[src/rtl/muldiv_pkg.sv]
// Shared definitions for the iterative MUL/DIV sequencer.
package muldiv_pkg;

  localparam int MD_DATA_W = 32;

  localparam logic OP_MUL = 1'b0;
  localparam logic OP_DIV = 1'b1;

  typedef enum logic [1:0] {
    IDLE,
    MUL_IT,
    DIV_IT,
    FIX
  } state_e;

  // Low word reported for a divide by zero.
  localparam logic [MD_DATA_W-1:0] DIV0_LO = '1;

  // Width of a counter that must hold the value w.
  function automatic int cnt_w(input int w);
    return $clog2(w + 1);
  endfunction

  localparam int CNT_W = cnt_w(MD_DATA_W);

endpackage

[src/rtl/muldiv_seq_if.sv]
// Start/operand/result bundle between the control unit and the sequencer.
interface muldiv_seq_if #(
  parameter int DATA_W = 32
);
  logic              iStart;
  logic              iOp;
  logic [DATA_W-1:0] iA;
  logic [DATA_W-1:0] iB;
  logic              oBusy;
  logic              oDone;
  logic              oDivZero;
  logic [DATA_W-1:0] oHi;
  logic [DATA_W-1:0] oLo;

  modport master (
    output iStart, iOp, iA, iB,
    input  oBusy, oDone, oDivZero, oHi, oLo
  );

  modport slave (
    input  iStart, iOp, iA, iB,
    output oBusy, oDone, oDivZero, oHi, oLo
  );
endinterface

[src/rtl/muldiv_abs.sv]
// Magnitude and sign of a two's complement operand. The most negative value
// maps onto itself and is then read as an unsigned magnitude.
module muldiv_abs #(
  parameter int DATA_W = 32
) (
  input  logic signed [DATA_W-1:0] val_i,
  output logic        [DATA_W-1:0] mag_o,
  output logic                     neg_o
);

  assign neg_o = val_i[DATA_W-1];
  assign mag_o = neg_o ? (~val_i + 1'b1) : val_i;

endmodule

[src/rtl/muldiv_seq.sv]
// Iterative signed MUL/DIV sequencer: shift-add multiply and restoring divide
// on operand magnitudes, followed by a one-cycle sign fix-up.
module muldiv_seq
  import muldiv_pkg::*;
#(
  parameter int DATA_W = MD_DATA_W
) (
  input  logic         iClk,
  input  logic         nRst,
  muldiv_seq_if.slave  bus
);

  localparam int CW = cnt_w(DATA_W);

  state_e              state_q, state_d;
  logic [CW-1:0]       cnt_q, cnt_d;
  logic                op_q, op_d;
  logic                sa_q, sa_d;
  logic                sb_q, sb_d;
  logic                dz_q, dz_d;
  logic                hold_q, hold_d;
  logic [DATA_W-1:0]   mcand_q, mcand_d;
  logic [DATA_W:0]     acc_q, acc_d;
  logic [DATA_W-1:0]   wrk_q, wrk_d;
  logic [DATA_W-1:0]   araw_q, araw_d;
  logic [DATA_W-1:0]   res_hi_q, res_hi_d;
  logic [DATA_W-1:0]   res_lo_q, res_lo_d;
  logic                divz_q, divz_d;
  logic                done_q, done_d;

  logic [DATA_W-1:0]   a_mag, b_mag;
  logic                a_neg, b_neg;
  logic [DATA_W:0]     mul_sum, div_sh, div_diff;
  logic [2*DATA_W-1:0] prod;

  function automatic logic [DATA_W-1:0] neg_w(input logic [DATA_W-1:0] v, input logic en);
    return en ? (~v + 1'b1) : v;
  endfunction

  function automatic logic [2*DATA_W-1:0] neg_w2(input logic [2*DATA_W-1:0] v, input logic en);
    return en ? (~v + 1'b1) : v;
  endfunction

  muldiv_abs #(.DATA_W(DATA_W)) u_abs_a (.val_i(bus.iA), .mag_o(a_mag), .neg_o(a_neg));
  muldiv_abs #(.DATA_W(DATA_W)) u_abs_b (.val_i(bus.iB), .mag_o(b_mag), .neg_o(b_neg));

  // State register.
  always_ff @(posedge iClk) begin
    if (!nRst) state_q <= IDLE;
    else       state_q <= state_d;
  end

  // Next state, iteration datapath and result fix-up.
  always_comb begin
    state_d  = state_q;
    cnt_d    = cnt_q;
    op_d     = op_q;
    sa_d     = sa_q;
    sb_d     = sb_q;
    dz_d     = dz_q;
    hold_d   = hold_q;
    mcand_d  = mcand_q;
    acc_d    = acc_q;
    wrk_d    = wrk_q;
    araw_d   = araw_q;
    res_hi_d = res_hi_q;
    res_lo_d = res_lo_q;
    divz_d   = divz_q;
    done_d   = 1'b0;
    mul_sum  = wrk_q[0] ? (acc_q + {1'b0, mcand_q}) : acc_q;
    div_sh   = {acc_q[DATA_W-1:0], wrk_q[DATA_W-1]};
    div_diff = div_sh - {1'b0, mcand_q};
    prod     = {acc_q[DATA_W-1:0], wrk_q};
    unique case (state_q)
      IDLE: begin
        if (bus.iStart) begin
          op_d   = bus.iOp;
          sa_d   = a_neg;
          sb_d   = b_neg;
          araw_d = bus.iA;
          acc_d  = '0;
          cnt_d  = CW'(DATA_W);
          divz_d = 1'b0;
          // MUL: multiplicand in mcand, multiplier in wrk.
          // DIV: divisor in mcand, dividend shifts out of wrk as quotient shifts in.
          mcand_d = (bus.iOp == OP_MUL) ? a_mag : b_mag;
          wrk_d   = (bus.iOp == OP_MUL) ? b_mag : a_mag;
          dz_d    = (bus.iOp == OP_DIV) && (b_mag == '0);
          // Divide by zero skips iterating but spends one extra cycle in FIX.
          hold_d  = dz_d;
          if (bus.iOp == OP_MUL) state_d = MUL_IT;
          else if (dz_d)         state_d = FIX;
          else                   state_d = DIV_IT;
        end
      end
      MUL_IT: begin
        acc_d = {1'b0, mul_sum[DATA_W:1]};
        wrk_d = {mul_sum[0], wrk_q[DATA_W-1:1]};
        cnt_d = cnt_q - 1'b1;
        if (cnt_q == CW'(1)) state_d = FIX;
      end
      DIV_IT: begin
        wrk_d = {wrk_q[DATA_W-2:0], 1'b0};
        if (!div_diff[DATA_W]) begin
          acc_d    = div_diff;
          wrk_d[0] = 1'b1;
        end else begin
          acc_d = div_sh;
        end
        cnt_d = cnt_q - 1'b1;
        if (cnt_q == CW'(1)) state_d = FIX;
      end
      FIX: begin
        if (hold_q) begin
          hold_d = 1'b0;
        end else begin
          if (dz_q) begin
            res_hi_d = araw_q;
            res_lo_d = {DATA_W{DIV0_LO[0]}};
          end else if (op_q == OP_MUL) begin
            {res_hi_d, res_lo_d} = neg_w2(prod, sa_q ^ sb_q);
          end else begin
            res_lo_d = neg_w(wrk_q, sa_q ^ sb_q);
            res_hi_d = neg_w(acc_q[DATA_W-1:0], sa_q);
          end
          divz_d  = dz_q;
          done_d  = 1'b1;
          state_d = IDLE;
        end
      end
      default: state_d = IDLE;
    endcase
  end

  // Datapath, counter and result registers; reset clears everything.
  always_ff @(posedge iClk) begin
    if (!nRst) begin
      cnt_q    <= '0;
      op_q     <= 1'b0;
      sa_q     <= 1'b0;
      sb_q     <= 1'b0;
      dz_q     <= 1'b0;
      hold_q   <= 1'b0;
      mcand_q  <= '0;
      acc_q    <= '0;
      wrk_q    <= '0;
      araw_q   <= '0;
      res_hi_q <= '0;
      res_lo_q <= '0;
      divz_q   <= 1'b0;
      done_q   <= 1'b0;
    end else begin
      cnt_q    <= cnt_d;
      op_q     <= op_d;
      sa_q     <= sa_d;
      sb_q     <= sb_d;
      dz_q     <= dz_d;
      hold_q   <= hold_d;
      mcand_q  <= mcand_d;
      acc_q    <= acc_d;
      wrk_q    <= wrk_d;
      araw_q   <= araw_d;
      res_hi_q <= res_hi_d;
      res_lo_q <= res_lo_d;
      divz_q   <= divz_d;
      done_q   <= done_d;
    end
  end

  assign bus.oBusy    = (state_q != IDLE);
  assign bus.oDone    = done_q;
  assign bus.oDivZero = divz_q;
  assign bus.oHi      = res_hi_q;
  assign bus.oLo      = res_lo_q;

endmodule

[src/flat_wrapper.sv]
// flat-port wrapper written by rule: the top's interface ports become plain ports
module muldiv_seq_flat import muldiv_pkg::*;
#(
  parameter int DATA_W = MD_DATA_W
)
  (iClk, nRst, bus_iStart, bus_iOp, bus_iA, bus_iB, bus_oBusy, bus_oDone, bus_oDivZero, bus_oHi, bus_oLo);
  muldiv_seq_if #(.DATA_W(DATA_W)) bus_i ();
  input  logic iClk;
  input  logic nRst;
  input wire logic [$bits(bus_i.iStart)-1:0] bus_iStart;
  input wire logic [$bits(bus_i.iOp)-1:0] bus_iOp;
  input wire logic [$bits(bus_i.iA)-1:0] bus_iA;
  input wire logic [$bits(bus_i.iB)-1:0] bus_iB;
  output wire logic [$bits(bus_i.oBusy)-1:0] bus_oBusy;
  output wire logic [$bits(bus_i.oDone)-1:0] bus_oDone;
  output wire logic [$bits(bus_i.oDivZero)-1:0] bus_oDivZero;
  output wire logic [$bits(bus_i.oHi)-1:0] bus_oHi;
  output wire logic [$bits(bus_i.oLo)-1:0] bus_oLo;
  assign bus_i.iStart = bus_iStart;
  assign bus_i.iOp = bus_iOp;
  assign bus_i.iA = bus_iA;
  assign bus_i.iB = bus_iB;
  assign bus_oBusy = bus_i.oBusy;
  assign bus_oDone = bus_i.oDone;
  assign bus_oDivZero = bus_i.oDivZero;
  assign bus_oHi = bus_i.oHi;
  assign bus_oLo = bus_i.oLo;
  muldiv_seq #(.DATA_W(DATA_W)) u_core (.iClk(iClk), .nRst(nRst), .bus(bus_i));
endmodule
[config.mk]
export PLATFORM = sky130hd
export DESIGN_NAME = muldiv_seq_flat
export DESIGN_NICKNAME = d
export VERILOG_FILES = /design/src/rtl/muldiv_pkg.sv /design/src/rtl/muldiv_seq_if.sv /design/src/rtl/muldiv_abs.sv /design/src/rtl/muldiv_seq.sv /design/src/flat_wrapper.sv
export SDC_FILE = /design/constraint.sdc
export NUM_CORES = 1
export LEC_CHECK = 0
export CORE_MARGIN = 3
export CORE_UTILIZATION = 29
export DETAILED_ROUTE_END_ITERATION = 8
export PLACE_DENSITY = 0.51
export SLEW_MARGIN = 20
export SYNTH_ARGS = -nofsm -noshare
export SYNTH_HDL_FRONTEND = slang
export SYNTH_SLANG_ARGS = --single-unit
[constraint.sdc]
create_clock -name iClk -period 5.2 [get_ports iClk]
set_input_delay 0.52 -clock iClk [delete_from_list [all_inputs] [get_ports iClk]]
set_output_delay 0.52 -clock iClk [all_outputs]
set_load 0.01 [all_outputs]
# --- Word-level counts from Yosys, hierarchy flattened ---
# Cells that the tools add are included.
op_classes:
  mux: 32
  n_addsub: 8
  n_eq_ne: 7
  bitwise_logic: 7
  n_reduce_logical: 16
ops:
  columns: ["cell", "n"]
  rows:
  - ["32-bit two-way mux", 11]
  - ["32-bit by 1-bit adder with 32-bit output, second input constant", 4]
  - ["32-bit inverter", 4]
  - ["33-bit two-way mux", 3]
  - ["33-bit one-hot mux with 3 select lines", 1]
  - ["32-bit one-hot mux with 3 select lines", 1]
  - ["64-bit by 1-bit adder with 64-bit output, second input constant", 1]
  - ["64-bit two-way mux", 1]
  - ["64-bit inverter", 1]
  - ["33-bit by 32-bit adder with 33-bit output", 1]
  - ["33-bit by 32-bit subtractor with 33-bit output", 1]
  - ["32-bit zero test", 1]
  - ["6-bit one-hot mux with 2 select lines", 1]
  - ["2-bit AND reduction", 6]
  - ["2-bit two-way mux", 4]
  - ["6-bit by 1-bit == test with 1-bit output, second input constant", 1]
  - ["1-bit two-way mux", 6]
  - ["6-bit two-way mux", 1]
  - ["2-bit one-hot mux with 3 select lines", 1]
  - ["3-bit AND reduction", 2]
  - ["2-bit nonzero test", 3]
  - ["6-bit by 1-bit subtractor with 6-bit output, second input constant", 1]
  - ["2-bit == test, second input constant", 2]
  - ["2-bit inequality test, second input constant", 2]
  - ["9 further kinds", 10]
word_totals:
  output_inout_bits: 67
  reg_bits: 208
  word_cells: 85

# --- Logic depth before layout (Yosys ltp) ---
depth:
  ltp_word: 9
  depth_mapped: 21
  ltp_nobuf: 19

# --- Hierarchy ---
# Synthesis repeated with hierarchy kept, for this count alone.
hier_totals:
  cells_unflattened: 2086
  hier_area_um2: 16204.3
by_module_without_submodules:
  columns: ["module", "seq_area_each_um2", "instances", "area_per_inst_um2", "cells_per_inst"]
  rows:
  - ["muldiv_seq", 4164.0, 1, 14635.3, 1880]
  - ["muldiv_abs", 0.0, 2, 784.5, 103]

# --- Worst setup path before layout ---
# Ideal clock, no wire load.
synth_timing:
  path_kind: "register to register"
  startpoint: "register u_core.mcand_q[13]"
  endpoint: "register u_core.acc_q[2]"
  path_buffers: 3
  stages_incl_launch_ff: 21
  arrival_ps: 4033
  path_slack_ps: 1039
  setup_ps: 128
  synth_period_minus_slack_ps: 4161
  cell_sequence: "dfxtp_1 inv_1 ha_1 clkbuf_1 a21oi_1 o221ai_1 a31oi_1 o21ai_0 a41oi_1 o21ai_0 o41a_1 a21o_1 a21o_1 ha_1 buf_1 buf_1 o21ai_0 a22oi_1 nor2_1 a21oi_1 nor2_1"
synth_between:
  elab_chain_cells: 3
synth_rtl:
  columns: ["element", "line_no", "source"]
  rows:
  - ["start: declaration", "muldiv_seq.sv:22", "logic [DATA_W-1:0] mcand_q, mcand_d;"]
  - ["start signal: assignment", "muldiv_seq.sv:159", "mcand_q <= mcand_d;"]
  - ["33-bit by 32-bit subtractor with 33-bit output", "muldiv_seq.sv:72", "div_diff = div_sh - {1'b0, mcand_q};"]
  - ["33-bit two-way mux", "muldiv_seq.sv:104", "if (!div_diff[DATA_W]) begin"]
  - ["33-bit one-hot mux with 3 select lines", "muldiv_seq.sv:74", "unique case (state_q)"]
  - ["end signal: assignment", "muldiv_seq.sv:145", "acc_q <= '0;"]
  - ["end signal: assignment", "muldiv_seq.sv:160", "acc_q <= acc_d;"]
  - ["end: declaration", "muldiv_seq.sv:23", "logic [DATA_W:0] acc_q, acc_d;"]
# No other way between the ends.
# A chain may end at the register's enable or synchronous reset.

# --- Worst setup path after layout ---
layout_timing:
  startpoint: "register u_core.mcand_q[13]"
  endpoint: "register u_core.acc_q[22]"
layout_between:
  elab_chain_cells: 3
  word_cells_on_any_way: 5
  classes_between: "2 x add/sub; 3 x mux"
layout_rtl:
  columns: ["element", "line_no"]
  rows:
  - ["33-bit by 32-bit subtractor with 33-bit output / 33-bit by 32-bit adder with 33-bit output (equally long branches)", "muldiv_seq.sv:72, muldiv_seq.sv:70"]
  - ["33-bit two-way mux (on tied branches)", "muldiv_seq.sv:104, muldiv_seq.sv:70"]
  - ["33-bit one-hot mux with 3 select lines (*)", "muldiv_seq.sv:74"]
# Every way passes the cells marked *; elsewhere a longest branch is shown, timed or not.

==> impl_metrics.json <==
{
  "outcome": "finished, final reports clean",
  "met2_usage_pct": 34.41,
  "relSlewSlack_pct": 25.81,
  "synth_edf_count": 0,
  "final_util_pct": 35.01,
  "ys_seq_area_share_pct": 25.57,
  "synth_cells": 2214,
  "hold_viol_final": 0,
  "busiest_layer": "met2",
  "cts.sinks": 207,
  "crit_fanout": 10,
  "start_util_pct": 29.36,
  "vias_per_cell": 5.701,
  "diodes": 0,
  "async_flop_share_pct": 0,
  "endpoint_kind": "flop",
  "synth-main-ff-cell": "dfxtp_1",
  "slew_violations": 0,
  "htree_levels": 1,
  "wl_per_cell_um": 22.22,
  "min_path_type": "reg2reg",
  "path_delay_family": "compound AO/OA/AOI/OAI gates",
  "clock_path_buffers": 3,
  "grt_pass1_wl_um": 102100,
  "max_freq_mhz": 213.3,
  "grt_start_max_net_pins": 105,
  "p_per_area_nw_per_um2": 405.7,
  "crit_chain": "inv_1 -> ha_1 -> a21oi_1 -> o221ai_1 -> a31oi_1 -> o21ai_0 -> a41oi_1 -> o21ai_0 -> o41a_1 -> a21o_1 -> a21o_1 -> ha_1 -> buf_4 -> and2_1 -> nand2_1 -> nor3b_1 -> mux2i_1 -> o211ai_1",
  "die_h_um": 242.4,
  "syn_area_sq_um": 16210,
  "wl_um": 67630,
  "first_global_vias": 16218,
  "grtUsageMet1_pct": 31.03,
  "clk_latency_ns": 0.55,
  "fin_crit_sh_pct": 90.15,
  "cts_buffers": 26,
  "avgSynthCellArea_sq_um": 7.320,
  "die_area_sq_um": 58760,
  "dp_slack_ns": 0.2882,
  "crit_path_start_kind": "flop",
  "grtUsageTotal_pct": 21.94,
  "drive_gt1_share_pct": 7.317,
  "critPathRequiredTime_ns": 5.68,
  "drtPass1Iterations": 8,
  "core_sq_um": 55200,
  "dieWidth_um": 242.4,
  "ff2ff_path_depth": 18,
  "num_rows": 86,
  "fin_skew_ns": 0.007776,
  "min_period_ns": 4.688,
  "area_growth_syn_to_layout_pct": 19.25,
  "overflow": 0,
  "drc": 0,
  "worst_path_largest_cell_delay_ns": 0.44,
  "synth_seq_cells": 207,
  "rsz0062_at_grt": "no",
  "peakVddDrop_v": 0.0003156,
  "io_buffer_count": 134,
  "cts_hold_buf": 0,
  "global_route.usage.met3_pct": 4.139,
  "worstPathArrival_ns": 5.16,
  "nNetsFinal": 2427,
  "antenna_found_initial": 3,
  "drt_iter0_markers": 1702,
  "drv_cap": 0,
  "path_buf_inv": 2,
  "cts_resized": 0,
  "ios": 135,
  "cts-root-buf": "clkbuf_16",
  "postCtsSetupBuffers": 0,
  "cts_tree": "built",
  "crit_cells": 18,
  "ant_nets": 0,
  "num_vias": 17353,
  "p_leak_nw": 7.418,
  "place_hpwl_um": 52230,
  "place.gp.congestion": 0.8921,
  "worst_pin_slew_ns": 1.097,
  "yosysWarnings": 0,
  "slowest_stage": "and2_1",
  "hold_depth": 2,
  "path_class": "reg2reg",
  "synth.distinct_cells": 80,
  "synth_nets": 2361,
  "tns_ns": 0,
  "setup_ws_ns": 0.5121,
  "path_clk_slew_ns": 0.06,
  "setup_violations": 0
}
## per-stage QoR
step                      std cells  area (sq um)  hold slack (ns)  power, W
final                          3044         19330           0.4500  0.007841
after global routing           3044         19330           0.4684  0.008287
after global placement         3000         18410           0.4392  0.005848
after floorplan                2214         16210           0.4311  0.004534
after CTS                      3044         19320           0.4502  0.007817
after detailed placement       3000         18420           0.4419  0.005852
## worst paths after layout
kind | startpoint | endpoint | slack (ns)
worst max-delay path | u_core.mcand_q[13]$_SDFFE_PN0P_ | u_core.acc_q[22]$_SDFFE_PN0P_ | 0.51
worst max register to register | u_core.mcand_q[13]$_SDFFE_PN0P_ | u_core.acc_q[22]$_SDFFE_PN0P_ | 0.51
worst min register to register | u_core.araw_q[27]$_SDFFE_PN0P_ | u_core.araw_q[27]$_SDFFE_PN0P_ | 0.45
worst min-delay path | u_core.araw_q[27]$_SDFFE_PN0P_ | u_core.araw_q[27]$_SDFFE_PN0P_ | 0.45
## cells in the final DEF, fill, tap and decap left out, drive strengths merged, types with 18 or more instances in the layout
cell and count:
nand2 275, o31ai 27, a22oi 23, buf 75
clkbuf 35, nor3 37, dfxtp 207, xor2 74
nor2 162, a211oi 29, a222oi 18, a21o 37
nand3 51, o21ai 187, clkdlybuf4s50 132, a31oi 22
xnor2 98, nand2b 24, inv 70, a221oi 30
mux2i 34, a21oi 255, o211ai 41, nor4 28
ha 77
## synth_stat cells (all sizes together), types with 11 or more instances
cell	number	area share, %
ha	77	5.9
a22oi	23	1.1
clkbuf	144	3.3
and3	13	0.50
xor2	74	4.0
nor3	37	1.1
o21ai	187	5.8
nand2b	24	0.93
a221oi	30	1.6
nand2	275	6.4
a21o	37	1.7
nand3	51	1.6
and2	14	0.54
nor2b	13	0.50
a31oi	22	0.85
or3	13	0.53
a211oi	29	1.3
or4	16	0.79
o21a	11	0.51
a21oi	255	7.9
mux2	16	1.1
mux2i	34	2.1
dfxtp	207	26
buf	25	0.65
inv	71	1.6
nor2	162	3.8
nor4	28	1.1
nand4	15	0.58
o211ai	41	1.9
o41ai	15	0.90
xnor2	98	5.3
a222oi	18	1.1
o31ai	27	1.3
## where the power goes
group	internal, W	switching [W]	total, W
logic	0.00131	0.00235	0.00366
registers	0.00187	0.000365	0.00224
clock network	0.00120	0.000741	0.00195
## worst register-to-register path, cell delays in order (launching register included)
cell and delay [ns]:
dfxtp_1 0.35, inv_1 0.05, ha_1 0.38, a21oi_1 0.29, o221ai_1 0.24, a31oi_1 0.20
o21ai_0 0.11, a41oi_1 0.36, o21ai_0 0.28, o41a_1 0.40, a21o_1 0.19, a21o_1 0.18
ha_1 0.30, buf_4 0.19, and2_1 0.45, nand2_1 0.23, nor3b_1 0.24, mux2i_1 0.10
o211ai_1 0.08
## cell families (layout without fill, tap and decap cells)
group / Yosys count / in the layout / share of synthesized area [%]
buf+inv: 241 / 323 / 5.651
mux: 50 / 50 / 3.212
xor+xnor: 172 / 172 / 9.295
flops: 207 / 207 / 25.57
simple gates: 700 / 700 / 20.28
compound gates: 765 / 765 / 29.80
fa+ha+maj: 79 / 79 / 6.192
## metal layers
| metal | part of all wire [%] | vias up |
|---|---|---|
| met4 | 2.5 | 0 |
| li1 | - | 8194 |
| met2 | 44 | 676 |
| met3 | 7.1 | 89 |
| met1 | 47 | 8394 |
| met5 | 0 | - |
## final cells by class
cell class	count	area (sq um)
inverter	72	271.5
sequential	207	4145
timing repair buffer	207	1879
tap	748	935.9
fill	5883	35870
clock inverter	9	147.6
multi-input combinational	1766	11190
clock buffer	35	755.7
## state kept, by name, indices dropped and copies added (netlist names)
register             cells
u_core.acc_q            33
u_core.araw_q           32
u_core.bus.oDivZero      1
u_core.bus.oDone         1
u_core.bus.oHi          32
u_core.bus.oLo          32
u_core.cnt_q             6
u_core.dz_q              1
u_core.hold_q            1
u_core.mcand_q          32
u_core.op_q              1
u_core.sb_q              1
u_core.state_q           2
u_core.wrk_q            32
(Power assumes the default switching activity.)
